$ cat src/rtl/pc_fetch_gen.sv
// pc_fetch_gen: IF-stage fetch-address generator with a valid/ready request
// channel, bounded outstanding-request tracking, pending-branch hold, and
// flush redirect that marks in-flight responses as stale.
module pc_fetch_gen #(
  parameter int                ADDR_W          = 32,
  parameter logic [ADDR_W-1:0] RESET_VECTOR    = 32'hbfc00000,
  parameter int                INC             = 4,
  parameter int                MAX_OUTSTANDING = 2
) (
  input  logic              clk,
  input  logic              rst,
  input  logic              stall,
  input  logic              flush,
  input  logic [ADDR_W-1:0] new_pc,
  input  logic              branch_flag_i,
  input  logic [ADDR_W-1:0] branch_target_address_i,
  output logic              req_valid,
  input  logic              req_ready,
  output logic [ADDR_W-1:0] req_addr,
  input  logic              rsp_valid,
  output logic              rsp_discard,
  output logic [ADDR_W-1:0] pc,
  output logic              ce,
  output logic              rsp_err
);

  localparam int                CNT_W   = $clog2(MAX_OUTSTANDING + 1);
  localparam logic [CNT_W-1:0]  MAX_CNT = CNT_W'(MAX_OUTSTANDING);
  localparam logic [CNT_W-1:0]  ONE_CNT = CNT_W'(1);
  localparam logic [ADDR_W-1:0] INC_W   = ADDR_W'(INC);

  logic              ce_reg;
  logic [ADDR_W-1:0] pc_reg, pc_next;
  logic              pending_reg, pending_next;
  logic [ADDR_W-1:0] pending_tgt_reg, pending_tgt_next;
  logic [CNT_W-1:0]  outstanding_reg, outstanding_next;
  logic [CNT_W-1:0]  stale_reg, stale_next;
  logic              err_reg, err_next;
  logic              accept;
  logic              rsp_ok;

  // Request handshake and response classification.
  always_comb begin
    req_valid   = ce_reg & ~stall & ~flush & (outstanding_reg < MAX_CNT);
    accept      = req_valid & req_ready;
    // A response only retires a request if one is actually in flight.
    rsp_ok      = rsp_valid & (outstanding_reg != '0);
    rsp_discard = rsp_valid & (stale_reg != '0);
  end

  // Next-state computation for PC, pending branch and response tracking.
  always_comb begin
    pc_next          = pc_reg;
    pending_next     = pending_reg;
    pending_tgt_next = pending_tgt_reg;
    outstanding_next = outstanding_reg;
    stale_next       = stale_reg;
    err_next         = err_reg | (rsp_valid & (outstanding_reg == '0));

    if (!ce_reg) begin
      pc_next = RESET_VECTOR;
    end else if (flush) begin
      pc_next      = new_pc;
      pending_next = 1'b0;
    end else if (accept) begin
      if (branch_flag_i)    pc_next = branch_target_address_i;
      else if (pending_reg) pc_next = pending_tgt_reg;
      else                  pc_next = pc_reg + INC_W;
      pending_next = 1'b0;
    end else if (branch_flag_i) begin
      // Newest branch wins until a request is accepted.
      pending_next     = 1'b1;
      pending_tgt_next = branch_target_address_i;
    end

    // accept only happens below MAX_CNT, so this never overflows.
    if (accept && !rsp_ok)      outstanding_next = outstanding_reg + ONE_CNT;
    else if (!accept && rsp_ok) outstanding_next = outstanding_reg - ONE_CNT;

    // stale never exceeds outstanding, so a discard is always an rsp_ok.
    if (flush) begin
      stale_next = rsp_ok ? (outstanding_reg - ONE_CNT) : outstanding_reg;
    end else if (rsp_discard) begin
      stale_next = stale_reg - ONE_CNT;
    end
  end

  // State registers with synchronous reset.
  always_ff @(posedge clk) begin
    if (rst) begin
      ce_reg          <= 1'b0;
      pc_reg          <= RESET_VECTOR;
      pending_reg     <= 1'b0;
      pending_tgt_reg <= '0;
      outstanding_reg <= '0;
      stale_reg       <= '0;
      err_reg         <= 1'b0;
    end else begin
      ce_reg          <= 1'b1;
      pc_reg          <= pc_next;
      pending_reg     <= pending_next;
      pending_tgt_reg <= pending_tgt_next;
      outstanding_reg <= outstanding_next;
      stale_reg       <= stale_next;
      err_reg         <= err_next;
    end
  end

  assign pc       = pc_reg;
  assign req_addr = pc_reg;
  assign ce       = ce_reg;
  assign rsp_err  = err_reg;

endmodule

$ cat config.mk
export PLATFORM = sky130hd
export DESIGN_NAME = pc_fetch_gen
export DESIGN_NICKNAME = d
export VERILOG_FILES = /design/src/rtl/pc_fetch_gen.sv
export SDC_FILE = /design/constraint.sdc
export NUM_CORES = 1
export LEC_CHECK = 0
export ABC_AREA = 1
export ABC_CLOCK_PERIOD_IN_PS = 3000
export CORE_MARGIN = 2
export CORE_UTILIZATION = 40
export DETAILED_ROUTE_END_ITERATION = 6
export GPL_ROUTABILITY_DRIVEN = 0
export PLACE_DENSITY = 0.7
export SETUP_SLACK_MARGIN = 0.5
export SLEW_MARGIN = 40
export SYNTH_ARGS = -nofsm -noshare
export SYNTH_HDL_FRONTEND = slang
export SYNTH_SLANG_ARGS = --single-unit
$ cat constraint.sdc
create_clock -name clk -period 3 [get_ports clk]
set_input_delay 0.6 -clock clk [delete_from_list [all_inputs] [get_ports clk]]
set_output_delay 0.6 -clock clk [all_outputs]
set_load 0.02 [all_outputs]
* Word level (Yosys, flattened, before mapping)
Cells that the tools add are included.
** Word-level totals
- Bits in registers :: 71
- Output and inout port bits :: 68
- Word-level logic and storage cells :: 51
** Operators by class
- $add $sub $neg :: 4
- Magnitude comparators :: 1
- Muxes and demuxes :: 13
- Bitwise operators :: 12
- Reduce and logical (&&, ||, !) cells :: 14
** Operator list (number)
- 2-to-1 mux 32 bit :: 4
- adder 32 x 3 -> 32 bit (second input constant) :: 1
- 2-to-1 mux 2 bit :: 5
- nonzero test 2 bit :: 5
- AND 1 bit :: 7
- 2-to-1 mux 1 bit :: 4
- NOT 1 bit :: 4
- AND reduction 4 bit :: 1
- subtractor 2 x 1 -> 2 bit (second input constant) :: 2
- nonzero test 3 bit :: 1
- adder 2 x 1 -> 2 bit (second input constant) :: 1
- logical AND 1 bit :: 2
- logical NOT 1 bit :: 2
- logical NOT 2 bit :: 1
- < comparator 2 bit (second input constant) :: 1
- AND reduction 2 bit :: 1
- OR reduction 2 bit :: 1
- OR 1 bit :: 1

* Longest topological paths before layout
- Word-level depth :: 9
- Depth in mapped cells :: 13
- Mapped depth without buffers :: 13

* Worst setup path before layout
No wires, ideal clock.
- Path kind :: input-to-reg
- Start point :: input port flush
- End point :: register outstanding_reg[0]
- Setup time :: 119 ps
- Arrival time :: 1793 ps
- Path slack :: 1088 ps
- Cell stages on the path :: 9
- Path buffers :: 1
- Path through :: buf_6 -> inv_6 -> nand2_2 -> nor3_4 -> nand2_2 -> inv_1 -> ha_1 -> o21ai_0 -> a21oi_1
** On the way
- Longest elaborated chain between the ends :: 7
** Ends and longest elaborated chain
- from (decl) :: line 13 : input logic flush,
- NOT 1 bit (no source line) *
- AND 1 bit * (2 in a row) :: line 44 : req_valid = ce_reg & ~stall & ~flush & (outstanding_reg < MAX_CNT);
- net req_valid :: line 17 : output logic req_valid,
- AND 1 bit * :: line 45 : accept = req_valid & req_ready;
- logical NOT 1 bit :: line 78 : else if (!accept && rsp_ok) outstanding_next = outstanding_reg - ONE_CNT;
- logical AND 1 bit :: line 78
- nonzero test 2 bit (no source line)
- to (signal assigned) :: line 103 : outstanding_reg <= outstanding_next;
- to (decl) :: line 36 : logic [CNT_W-1:0] outstanding_reg, outstanding_next;
The timed path passes the listed nets; every way through them passes the cells marked *.
A chain may end at the register's enable or synchronous reset.

* Worst setup path in the final report
- Start point :: input port rsp_valid
- End point :: output port rsp_discard
** On the way
- Longest elaborated chain between the ends :: 1
** Ends and longest elaborated chain
- from (decl) :: line 20 : input logic rsp_valid,
- AND 1 bit :: line 48 : rsp_discard = rsp_valid & (stale_reg != '0);
- to (decl) :: line 21 : output logic rsp_discard,
No other way between the ends.

==> run metrics <==
Final #Nets 917; post-route setup TNS 0 ns; Initial DRC Count around 480; Yosys top cell by area dfxtp_1; Vias/cell around 5.3; Vias 5,240; f_max 0.429 GHz; DR DRC count 0; PwrDens 448 mW/mm^2; Die W between 100 and 150 microns; Row Count 39; DRT Pass-1 Iters 6; Final Non-Filler Cells 990; GRT Total Usage about a quarter; vias in the first global route between 4,000 and 5,000; dpl hpwl ~11 mm; post-synthesis compound-gate area fraction about a fifth; Synth Area in XOR/XNOR roughly 1.9%; CTS sink cnt 71; CP peak stage delay 0.48 ns; gr ovfl total 0; setup violators final 0; ANT cells 0; routed wire length ~15 mm; synth warn 0; Reg2Reg Setup Slack roughly 0.77 ns; Worst Hold Slack 0.458 ns; Synth Area per Inst slightly above 6 sq um; ys async rst share 0%; share of the synthesized area in the top cell type a little under a third; layout cells sized above 1 under 10%; Root Buffer clkbuf_16; Setup WS post-layout between 0.6 and 0.7 ns; Initial Util between 40% and 50%; CP Data Required Time 2.40 ns; Yosys reg bits between 70 and 80; Slowest-stage cell, CP clkdlybuf4s50_1; largest family of logic cells by synthesized area simple AND/OR/NAND/NOR gates; Crit Path Category input port to primary output; Max Cap Viol 0; fin crit share just under 80%; Synth cell types 37; I/O pin count about 140; Synth Instances 750; Total Power roughly 2.8 mW; CTS buffer count 9; skew final approximately 0.0056 ns; Area Overhead vs Synth 33.2%; outcome finished clean; Worst setup EP type primary output; Synth Net Count approximately 830; Period minus WS final roughly 2.3 ns; Slew Viols, Final 0; Final ANT Viol Nets 0; CP arrival 1.73 ns; Startpoint Class input port; CTS tree yes; Hold Vio Cnt, Final 0; VDD IR-drop max 311 uV; Die Y around 110 microns; Port Buf Inserts about 140; Clock Latency Late Sink roughly 0.33 ns; first-pass GRT wire length roughly 25 mm; CTS clk-pin slew, worst paths about 0.060 ns; postcts setup bufs 0; leading register cell type out of synthesis dfxtp_1; top post-synthesis cells by area dfxtp_1 31%, nand2_1 13%, nor2_1 12%, o21ai_0 9.6%, a21oi_1 8.0%; antenna violations before repair 0; largest net degree at the start of global routing 51; critical-path cell list clkdlybuf4s50_1 -> inv_1 -> nor2_1 -> dlygate4sd2_1; sequential area share after synthesis slightly above 30%; die area 0.0124 sq mm; Worst Max-Slew Pin Slew about 0.74 ns; relative max-transition margin about half; CP bufs+invs 3; DP Cell Count approximately 970; Hold Path Class register to register; CP top delay family buffers and inverters; count leader, synth nand2_1; maximum buffer depth of the clock tree 2; Placeable Area 0.0113 sq mm; mux contribution to synthesized area 0%; Post-CTS Hold Fix Bufs 0; RSZ-0062 raised after global routing false; pre-CTS setup slack between 0.3 and 0.4 ns; post_cts resized 2; Post-Synth Adder-Cell Area 1.08%; Synth top cells by count 157 x nand2_1, 143 x nor2_1, 89 x o21ai_0, 74 x a21oi_1, 71 x dfxtp_1; synthesized area about 0.0046 sq mm; leakage power between 2 and 2.5 nW; Max H-tree Level 3; Post-synth EDFFs 0; routed len/inst around 15 microns; Max FO, Critical Path 4; post-synthesis simple-gate area fraction around a third
==> worst reg2reg max path, stage by stage, from the launching register on <==
cell and delay, ns:
dfxtp_1 0.51, ha_1 0.35, nand3_2 0.20, inv_1 0.12, nand2_2 0.12, nor2_4 0.17
nand2_1 0.07, nand2_1 0.09, nor2_1 0.05, o21ai_0 0.28, nand2_1 0.09, a21oi_1 0.12
==> placed cells by master (no fill, tap or decap), types with 2 or more instances in the layout <==
master | netlist | final
nand2_1 | 157 | 157
nor2_1 | 143 | 143
clkdlybuf4s50_1 | 0 | 136
o21ai_0 | 89 | 89
a21oi_1 | 74 | 74
dfxtp_1 | 71 | 71
inv_1 | 54 | 54
nand3_1 | 31 | 31
buf_4 | 34 | 11
clkbuf_16 | 0 | 9
nand2_2 | 6 | 6
o211ai_1 | 5 | 5
xnor2_1 | 5 | 5
xor2_1 | 5 | 5
or2_2 | 4 | 4
a41oi_1 | 4 | 4
nor3_1 | 4 | 4
ha_1 | 4 | 4
inv_6 | 1 | 3
nand4_1 | 3 | 3
o21ai_1 | 3 | 3
clkinv_1 | 2 | 2
nor2_2 | 2 | 2
o221ai_1 | 2 | 2
a31oi_1 | 2 | 2
o21bai_1 | 2 | 2
clkinvlp_4 | 0 | 2
clkinv_4 | 0 | 2
dlygate4sd2_1 | 0 | 2
==> path summary, 6_finish.rpt <==
check,from,cells past startpoint,to
setup reg to reg,pc[2]$_SDFFE_PP0N_,11,pc[12]$_SDFFE_PP0N_
setup / recovery,rsp_valid,4,rsp_discard
hold reg to reg,pending_tgt_reg[23]$_SDFFE_PP0P_,2,pending_tgt_reg[23]$_SDFFE_PP0P_
hold / removal,pending_tgt_reg[23]$_SDFFE_PP0P_,2,pending_tgt_reg[23]$_SDFFE_PP0P_
==> final cells by class <==
type,instances,area (sq um)
Clock inverter,7,80.1
Sequential cell,71,1420
Timing Repair Buffer,149,1460
Inverter,59,229
Fill cell,1150,5170
Multi-Input combinational cell,552,2560
Tap cell,143,179
Clock buffer,9,225
==> per-layer routing <==
metal | vias to the layer above | routed length (microns) | share of wire, % | GRT usage (%)
met2 | 258 | 6890 | 45 | 37.8
met5 | - | 0 | 0 | 0
met1 | 2363 | 6590 | 43 | 32.5
li1 | 2583 | - | - | -
met3 | 36 | 1320 | 8.7 | 5.23
met4 | 0 | 444 | 2.9 | 10.5
==> through the flow <==
step	cell area, sq um	util [%]
after CTS	6150	54.3
after floorplan	4620	-
final	6150	54.3
after global routing	6150	54.3
after global placement	5850	51.7
after detailed placement	5850	51.7
==> kinds of logic after synthesis <==
group,Yosys count
buffers and inverters,127
adder cells (fa/ha/maj),4
AND/OR/NAND/NOR,356
XOR/XNOR,10
AO/OA/AOI/OAI,182
flip-flops,71
==> where the power goes <==
group	internal [mW]	switching (mW)	total, mW
clock network	0.653	0.454	1.11
logic	0.270	0.324	0.595
registers	0.998	0.0561	1.05
total	1.92	0.835	2.76
Power figures use the tool's default switching activity.
